`config.mk`:
```
export PLATFORM = sky130hd
export DESIGN_NAME = m72_pic
export DESIGN_NICKNAME = d
export VERILOG_FILES = /design/src/rtl/m72_pic.sv
export SDC_FILE = /design/constraint.sdc
export NUM_CORES = 1
export LEC_CHECK = 0
export BUFFER_PORTS_ARGS = -buffer_cell sky130_fd_sc_hd__buf_2
export CORE_ASPECT_RATIO = 0.7
export CORE_MARGIN = 10
export CORE_UTILIZATION = 50
export DETAILED_ROUTE_END_ITERATION = 12
export PLACE_DENSITY = 0.75
export SYNTH_ARGS = -nofsm -noshare
export SYNTH_HDL_FRONTEND = slang
export SYNTH_SLANG_ARGS = --single-unit
```
`constraint.sdc`:
```
create_clock -name clock -period 4.1 [get_ports clock]
set_input_delay 0.82 -clock clock [delete_from_list [all_inputs] [get_ports clock]]
set_output_delay 0.82 -clock clock [all_outputs]
set_load 0.01 [all_outputs]
```
`src/rtl/m72_pic.sv`:
```
// 8-input priority interrupt controller with an ICW/OCW programming model.
// Fixed priority (IR0 highest), edge-triggered requests, optional auto-EOI.
module m72_pic #(
  parameter logic [7:0] RESET_BASE = 8'h20
) (
  input  logic       clock,
  input  logic       reset,
  input  logic       cs,
  input  logic       a0,
  input  logic       we,
  input  logic       stb,
  input  logic [7:0] din,
  output logic [7:0] dout,
  input  logic [7:0] irq_in,
  output logic       intr,
  input  logic       inta,
  output logic [7:0] vector
);

  typedef enum logic [1:0] {READY, WAIT_ICW2, WAIT_ICW3, WAIT_ICW4} state_t;

  state_t      r_state, w_state_n;
  logic [7:0]  r_irr, r_isr, r_imr, r_irq_d, r_dout, r_vector;
  logic [4:0]  r_base;
  logic        r_aeoi, r_rsel, r_sngl, r_ic4, r_intr;

  logic [7:0]  w_irr_n, w_isr_n, w_imr_n, w_dout_n, w_vector_n;
  logic [4:0]  w_base_n;
  logic        w_aeoi_n, w_rsel_n, w_sngl_n, w_ic4_n;
  logic        w_wr, w_rd, w_icw1, w_ready;
  logic [7:0]  w_edge, w_req, w_eoi_ns;
  logic [2:0]  w_win;
  logic        w_win_vld, w_stop, w_eoi_found;

  assign w_wr    = cs & stb & we;
  assign w_rd    = cs & stb & ~we;
  assign w_icw1  = w_wr & ~a0 & din[4];
  assign w_ready = (r_state == READY);
  assign w_edge  = irq_in & ~r_irq_d;
  assign w_req   = r_irr & ~r_imr;

  // Winner: lowest unmasked request below the highest-priority in-service bit.
  always_comb begin
    w_win_vld   = 1'b0;
    w_win       = 3'd7;
    w_stop      = 1'b0;
    w_eoi_ns    = 8'h00;
    w_eoi_found = 1'b0;
    for (int i = 0; i < 8; i++) begin
      if (!w_stop) begin
        if (r_isr[i]) begin
          w_stop = 1'b1;
        end else if (w_req[i]) begin
          w_win_vld = 1'b1;
          w_win     = 3'(i);
          w_stop    = 1'b1;
        end
      end
      if (!w_eoi_found && r_isr[i]) begin
        w_eoi_ns[i] = 1'b1;
        w_eoi_found = 1'b1;
      end
    end
  end

  // Next-state and register update logic; ICW1 overrides inta effects.
  always_comb begin
    w_state_n  = r_state;
    w_irr_n    = r_irr;
    w_isr_n    = r_isr;
    w_imr_n    = r_imr;
    w_base_n   = r_base;
    w_aeoi_n   = r_aeoi;
    w_rsel_n   = r_rsel;
    w_sngl_n   = r_sngl;
    w_ic4_n    = r_ic4;
    w_dout_n   = r_dout;
    w_vector_n = r_vector;

    if (inta) begin
      if (w_ready && w_win_vld) begin
        w_vector_n       = {r_base, w_win};
        w_irr_n[w_win]   = 1'b0;
        if (!r_aeoi) w_isr_n[w_win] = 1'b1;
      end else begin
        w_vector_n = {r_base, 3'd7};
      end
    end
    w_irr_n = w_irr_n | w_edge;

    if (w_rd) w_dout_n = a0 ? r_imr : (r_rsel ? r_isr : r_irr);

    if (w_icw1) begin
      w_irr_n   = 8'h00;
      w_isr_n   = 8'h00;
      w_imr_n   = 8'h00;
      w_aeoi_n  = 1'b0;
      w_rsel_n  = 1'b0;
      w_sngl_n  = din[1];
      w_ic4_n   = din[0];
      w_state_n = WAIT_ICW2;
    end else if (w_wr) begin
      case (r_state)
        READY: begin
          if (a0) begin
            w_imr_n = din;
          end else if (din[4:3] == 2'b00) begin
            if (din[7:5] == 3'b001)      w_isr_n = w_isr_n & ~w_eoi_ns;
            else if (din[7:5] == 3'b011) w_isr_n[din[2:0]] = 1'b0;
          end else if (din[4:3] == 2'b01 && din[1]) begin
            w_rsel_n = din[0];
          end
        end
        WAIT_ICW2: if (a0) begin
          w_base_n  = din[7:3];
          w_state_n = !r_sngl ? WAIT_ICW3 : (r_ic4 ? WAIT_ICW4 : READY);
        end
        WAIT_ICW3: if (a0) w_state_n = r_ic4 ? WAIT_ICW4 : READY;
        WAIT_ICW4: if (a0) begin
          w_aeoi_n  = din[1];
          w_state_n = READY;
        end
        default: w_state_n = READY;
      endcase
    end
  end

  always_ff @(posedge clock or posedge reset) begin
    if (reset) begin
      r_state  <= READY;
      r_irr    <= 8'h00;
      r_isr    <= 8'h00;
      r_imr    <= 8'hFF;
      r_base   <= RESET_BASE[7:3];
      r_aeoi   <= 1'b0;
      r_rsel   <= 1'b0;
      r_sngl   <= 1'b0;
      r_ic4    <= 1'b0;
      r_irq_d  <= 8'h00;
      r_intr   <= 1'b0;
      r_dout   <= 8'h00;
      r_vector <= 8'h00;
    end else begin
      r_state  <= w_state_n;
      r_irr    <= w_irr_n;
      r_isr    <= w_isr_n;
      r_imr    <= w_imr_n;
      r_base   <= w_base_n;
      r_aeoi   <= w_aeoi_n;
      r_rsel   <= w_rsel_n;
      r_sngl   <= w_sngl_n;
      r_ic4    <= w_ic4_n;
      r_irq_d  <= irq_in;
      r_intr   <= w_ready & w_win_vld;
      r_dout   <= w_dout_n;
      r_vector <= w_vector_n;
    end
  end

  assign dout   = r_dout;
  assign intr   = r_intr;
  assign vector = r_vector;

endmodule

```
==> results of run 1 <==
-- metal layers --
layer  wire [um]  part of all wire
met1        3610              0.47
met2        3070              0.40
met3         824              0.11
met4         101             0.013
met5           0                 0
-- power groups by stage --
stage	Clock (mW)	Sequential [mW]	Combinational [mW]
floorplan	0	0.920	0.494
global route	0.554	0.971	0.813
detailed placement	0	0.954	0.714
CTS	0.527	0.943	0.720
finish	0.514	0.950	0.722
global placement	0	0.949	0.721
-- flip-flops by register name (all words and copies together), names as in the netlist, 2 cells and up --
signal,cells
dout,8
r_imr,8
r_irq_d,8
r_irr,8
r_isr,8
vector,8
r_base,5
r_state,2
-- final cells by class --
class / count / area [um^2]
Fill cell: 509 / 2340
Clock inverter: 7 / 67.6
Sequential cell: 60 / 1510
Inverter: 9 / 33.8
Multi-Input combinational cell: 225 / 1460
Tap cell: 75 / 93.8
Timing Repair Buffer: 41 / 210
Clock buffer: 9 / 124
-- worst register-to-register path: stages (launching register included) --
cell and delay (ns):
dfrtp_1 0.41, inv_1 0.10, ha_1 0.42, or4b_4 0.56, o41ai_2 0.35, nor4_1 0.09, a2bb2o_1 0.28
-- path summary, 6_finish.rpt --
kind,from,to
max,a0,r_isr[5]$_DFF_PP0_
min,vector[1]$_DFFE_PP0P_,vector[1]$_DFFE_PP0P_
max reg2reg,r_state[1]$_DFFE_PP0P_,r_isr[5]$_DFF_PP0_
min reg2reg,vector[1]$_DFFE_PP0P_,vector[1]$_DFFE_PP0P_
max in group asynchronous,reset,r_imr[4]$_DFFE_PP1P_
min in group asynchronous,reset,dout[3]$_DFFE_PP0P_
-- cells in the final DEF (no fill, tap or decap), drive strengths merged, types with 10 or more instances in the layout --
cell	count
dfrtp	51
buf	41
nand2	26
nor2	22
o21ai	22
a21oi	22
nand2b	18
nand3	11
mux2	10
-- cell families (layout without fill, tap and decap cells) --
group / after synthesis / after routing / share of synthesized area
AOI/OAI and AO/OA: 86 / 86 / 0.186
adders and majority gates: 4 / 4 / 0.0164
buffers and inverters: 22 / 66 / 0.0274
DFF: 60 / 60 / 0.494
muxes: 18 / 18 / 0.0630
and+or+nand+nor: 117 / 117 / 0.213
-- metrics by stage --
stage / worst slack, ns / hold WS [ns] / total power [mW] / std cells
after detailed placement: 1.47 / 0.463 / 1.67 / 410
after floorplan: 1.81 / 0.462 / 1.41 / 307
after global routing: 1.50 / 0.510 / 2.34 / 426
final: 1.76 / 0.472 / 2.19 / 426
after CTS: 1.82 / 0.477 / 2.19 / 426
after global placement: 1.51 / 0.457 / 1.67 / 410
==> results_dict.tcl, run 1 <==
set metrics [dict create \
    outcome "complete, no violations" \
    ys_ff_latch 60 \
    wl_per_cell_um 17.9 \
    cts_tree "done" \
    internal_power_mw 1.37 \
    hold-path-cell-count 1 \
    die_w_um 114 \
    fin_setup_tns_ns 0 \
    place_area_um2 3310 \
    relSlewSlack 0.454 \
    crit_path_top_delay_cell "or4b_4" \
    antenna_found_initial 0 \
    layout-drive-gt1-share 0.245 \
    initial_utilization 0.524 \
    grt_util_met3 0.0549 \
    slowest_delay_ns 0.54 \
    n_antenna_cell 0 \
    ys.flop_type "dfrtp_1" \
    dieHeight_um 85.5 \
    period_share 0.570 \
    clkPwrFrac 0.235 \
    yosysWarnings 0 \
    critPathCaptureType "register" \
    ys_seq_area_frac 0.494 \
    hold_buffers 0 \
    final_nets 373 \
    numClockSinks 60 \
    post_cts_buffers 0 \
    yosysTopAreaCell "dfrtp_1" \
    vias_per_cell 5.90 \
    rr_worst_depth 6 \
    p_switching_uw 811 \
    use_met2 0.221 \
    power_frac_comb 0.330 \
    cp_data_required_time_ns 4.32 \
    yosys-top-cells-area "dfrtp_1 (42%), dfstp_2 (7.7%), mux2_2 (3.7%)" \
    synth_common_cells "dfrtp_1 (51), nand2_1 (26), a21oi_1 (22), nor2_1 (22), o21ai_0 (22)" \
    stdcell_area_um2 3510 \
    cts.repair.resized 0 \
    cp_max_fo 25 \
    async_flop_share 1.00 \
    finClkSkew_ns 0.00768 \
    tightest_slew_ns 0.817 \
    cts_root_buf "clkbuf_8" \
    cts_made_buffers 9 \
    std_cell_rows 23 \
    slew_viol_final 0 \
    core_region_area_um2 5840 \
    wirelength_um 7610 \
    grt_pass1_vias 2376 \
    use_met1 0.221 \
    vias 2513 \
    synth_top_area_frac 0.417 \
    ir_drop_mv 0.271 \
    clk_pin_slew_worst_paths_ns 0.07 \
    final_util 0.600 \
    cp_num_buf_inv 1 \
    synth-edff-count 0 \
    cts_max_level 3 \
    grt_start_max_net_pins 42 \
    hold_path_class "register to register" \
    worst-path-stages 6 \
    portBuffers 39 \
    grt-ovfl-total 0 \
    path_cells "buf_2 > nand4b_4 > or4b_4 > o41ai_2 > nor4_1 > a2bb2o_1" \
    synth.most_common_cell "dfrtp_1" \
    synth_cell_types 51 \
    area_growth_syn_to_layout_pct 14.6 \
    syn-num-nets 334 \
    ant_nets 0 \
    synthCells 307 \
    worst_skew_pair.late_latency_ns 0.34 \
    grt_busiest_layer "met1" \
    die_area_um2 9700 \
    rsz0062_at_grt "false" \
    leakagePower_nw 1.56 \
    drc 0 \
    clockBufferDepth 2 \
    max_freq_ghz 0.428 \
    io_pins 40 \
    fin_crit_ns 2.34 \
    p_seq_frac 0.435 \
    finalHoldViolations 0 \
    start_kind "input port" \
    reg2reg_slack_ns 1.78 \
    place_congestion 0.915 \
    worstPathArrival_ns 2.56 \
    p_per_area_nw_per_um2 624 \
    grt_pass1_wl_um 12400 \
    report.final.setup_viol 0 \
    crit_family "simple AND/OR/NAND/NOR gates" \
    place_hpwl_um 5660 \
    critPathKind "input port to register" \
    power.share.switching 0.371 \
    track_usage 0.158 \
    synth_area_um2 3060 \
    drtPass1Iterations 5 \
    drtIter0Drc 258 \
    synth.avg_cell_area_um2 9.97 \
    drv_cap 0 \
]
(Power assumes the default switching activity.)
==> run 2: changes to the inputs <==
==> constraint.sdc (replaced) <==
create_clock -name clock -period 2.4 [get_ports clock]
set_input_delay 0.48 -clock clock [delete_from_list [all_inputs] [get_ports clock]]
set_output_delay 0.48 -clock clock [all_outputs]
set_load 0.01 [all_outputs]
==> run 2 against run 1 <==
Sequential cell count stayed put. Die area stayed put. Core utilization is 1.5 points higher. Total power is 77% higher. Critical endpoint unchanged.
==> results_dict.tcl, run 2 (synthesis results as in run 1) <==
set metrics [dict create \
    leakagePower_nw 1.62 \
    cp_data_required_time_ns 2.62 \
    tightest_slew_ns 0.586 \
    cts.repair.resized 0 \
    die_area_um2 9700 \
    vias 2611 \
    placed_cells 419 \
    wirelength_um 8150 \
    rr_startpoint "r_state[0]$_DFFE_PP0P_" \
    outcome "complete, no violations" \
    layout_common_cells "dfrtp_1 (51), buf_2 (39), nand2_1 (26)" \
    crit_family "simple AND/OR/NAND/NOR gates" \
    report.final.setup_viol 0 \
    r2r_end "r_isr[5]$_DFF_PP0_" \
    place_congestion 0.951 \
    drtPass1Iterations 6 \
    portBuffers 39 \
    relSlewSlack 0.609 \
    std_cell_rows 23 \
    critPathCaptureType "register" \
    nFillCells 504 \
    layout-drive-gt1-share 0.264 \
    start_kind "register" \
    wl_per_cell_um 18.7 \
    period_share 0.937 \
    core_region_area_um2 5840 \
    drc 0 \
    p_per_area_nw_per_um2 1080 \
    max_freq_ghz 0.445 \
    dieHeight_um 85.5 \
    clockBufferDepth 2 \
    cts_made_buffers 9 \
    layout_commonest_cell "dfrtp_1" \
    finClkSkew_ns 0.00978 \
    grt-ovfl-total 0 \
    cts_tree "done" \
    rsz0062_at_grt "false" \
    fin_crit_ns 2.25 \
    critPathKind "register to register" \
    worst_skew_pair.late_latency_ns 0.34 \
    post_layout_nonfiller_instances 435 \
    cts_root_buf "clkbuf_8" \
    final_util 0.616 \
    initial_utilization 0.524 \
    grt_pass1_wl_um 13400 \
    vias_per_cell 6.00 \
    crit_path_top_delay_cell "or4b_4" \
    slowest_delay_ns 0.55 \
    area_growth_syn_to_layout_pct 17.5 \
    track_usage 0.171 \
    io_pins 40 \
    drtIter0Drc 282 \
    grt_pass1_vias 2544 \
    ir_drop_mv 0.514 \
    place_hpwl_um 6080 \
    die_w_um 114 \
    slew_viol_final 0 \
    hold_path_class "input port to async pin" \
    fin_setup_tns_ns 0 \
    ant_nets 0 \
    numClockSinks 60 \
    cts_max_level 3 \
    multi_input_area_um2 1460 \
    worstPathArrival_ns 2.47 \
    post_cts_buffers 0 \
    grt_start_max_net_pins 39 \
    cp_num_buf_inv 1 \
    final_nets 382 \
    finalPower_mw 3.87 \
    cp_max_fo 7 \
    clk_pin_slew_worst_paths_ns 0.07 \
    reg2reg_slack_ns 0.15 \
    drv_cap 0 \
    rr_worst_depth 6 \
    n_antenna_cell 0 \
    finalHoldViolations 0 \
    antenna_found_initial 0 \
    seqCellArea_um2 1510 \
    path_cells "inv_1 > ha_1 > or4b_4 > o41ai_2 > nor4_1 > a2bb2o_1" \
    hold_buffers 0 \
]
## run 2: changes by cell type in the layout (fill, tap and decap cells not counted), sizes merged
cell,delta
buf,+9
clkinv,+1
clkbuf,+2
clkinvlp,-3
## run 2: worst register-to-register path: cells and delay by family (launching register included)
family	cells	cell delay (ns)
and+or+nand+nor	2	0.64
AOI/OAI and AO/OA	2	0.63
DFF	1	0.43
adders and majority gates	1	0.33
buffers and inverters	1	0.11
## run 2: layout make-up
cell class                      count  area share
Timing Repair Buffer               50      0.0807
Clock inverter                      5      0.0139
Clock buffer                       11      0.0421
Inverter                            9     0.00939
Tap cell                           75      0.0261
Sequential cell                    60       0.421
Multi-Input combinational cell    225       0.407
## run 2: through the flow
stage               cell area, um^2  hold slack, ns  setup WS [ns]
finish                         3600           0.159          0.152
detailed placement             3390           0.471          0.238
floorplan                      3060           0.462          0.450
global route                   3600           0.189         0.0804
global placement               3390           0.456          0.322
CTS                            3600           0.167          0.160
## run 2: power breakdown
| group | leakage (nW) | internal, mW | switching [mW] | total, mW |
|---|---|---|---|---|
| sequential | 0.707 | 1.35 | 0.248 | 1.60 |
| combinational | 0.807 | 0.589 | 0.762 | 1.35 |
| clock | 0.109 | 0.528 | 0.388 | 0.916 |
## run 2: per-layer routing
layer | wire, um | up-vias | global-route usage
met5 | 0 | - | 0
met4 | 102 | 0 | 0.0414
met3 | 785 | 11 | 0.0703
met2 | 3410 | 117 | 0.230
met1 | 3850 | 1256 | 0.245
li1 | - | 1227 | -
## run 2: worst max path at each step
stage	from	to	cells past startpoint
4_1_cts	r_state[0]$_DFFE_PP0P_	r_isr[5]$_DFF_PP0_	6
2_1_floorplan	reset	dout[0]$_DFFE_PP0P_	1
5_1_grt	r_state[0]$_DFFE_PP0P_	r_isr[5]$_DFF_PP0_	6
6_report	r_state[0]$_DFFE_PP0P_	r_isr[5]$_DFF_PP0_	6
3_5_place_dp	r_state[0]$_DFFE_PP0P_	r_isr[5]$_DFF_PP0_	6
3_3_place_gp	a0	r_isr[5]$_DFF_PP0_	6
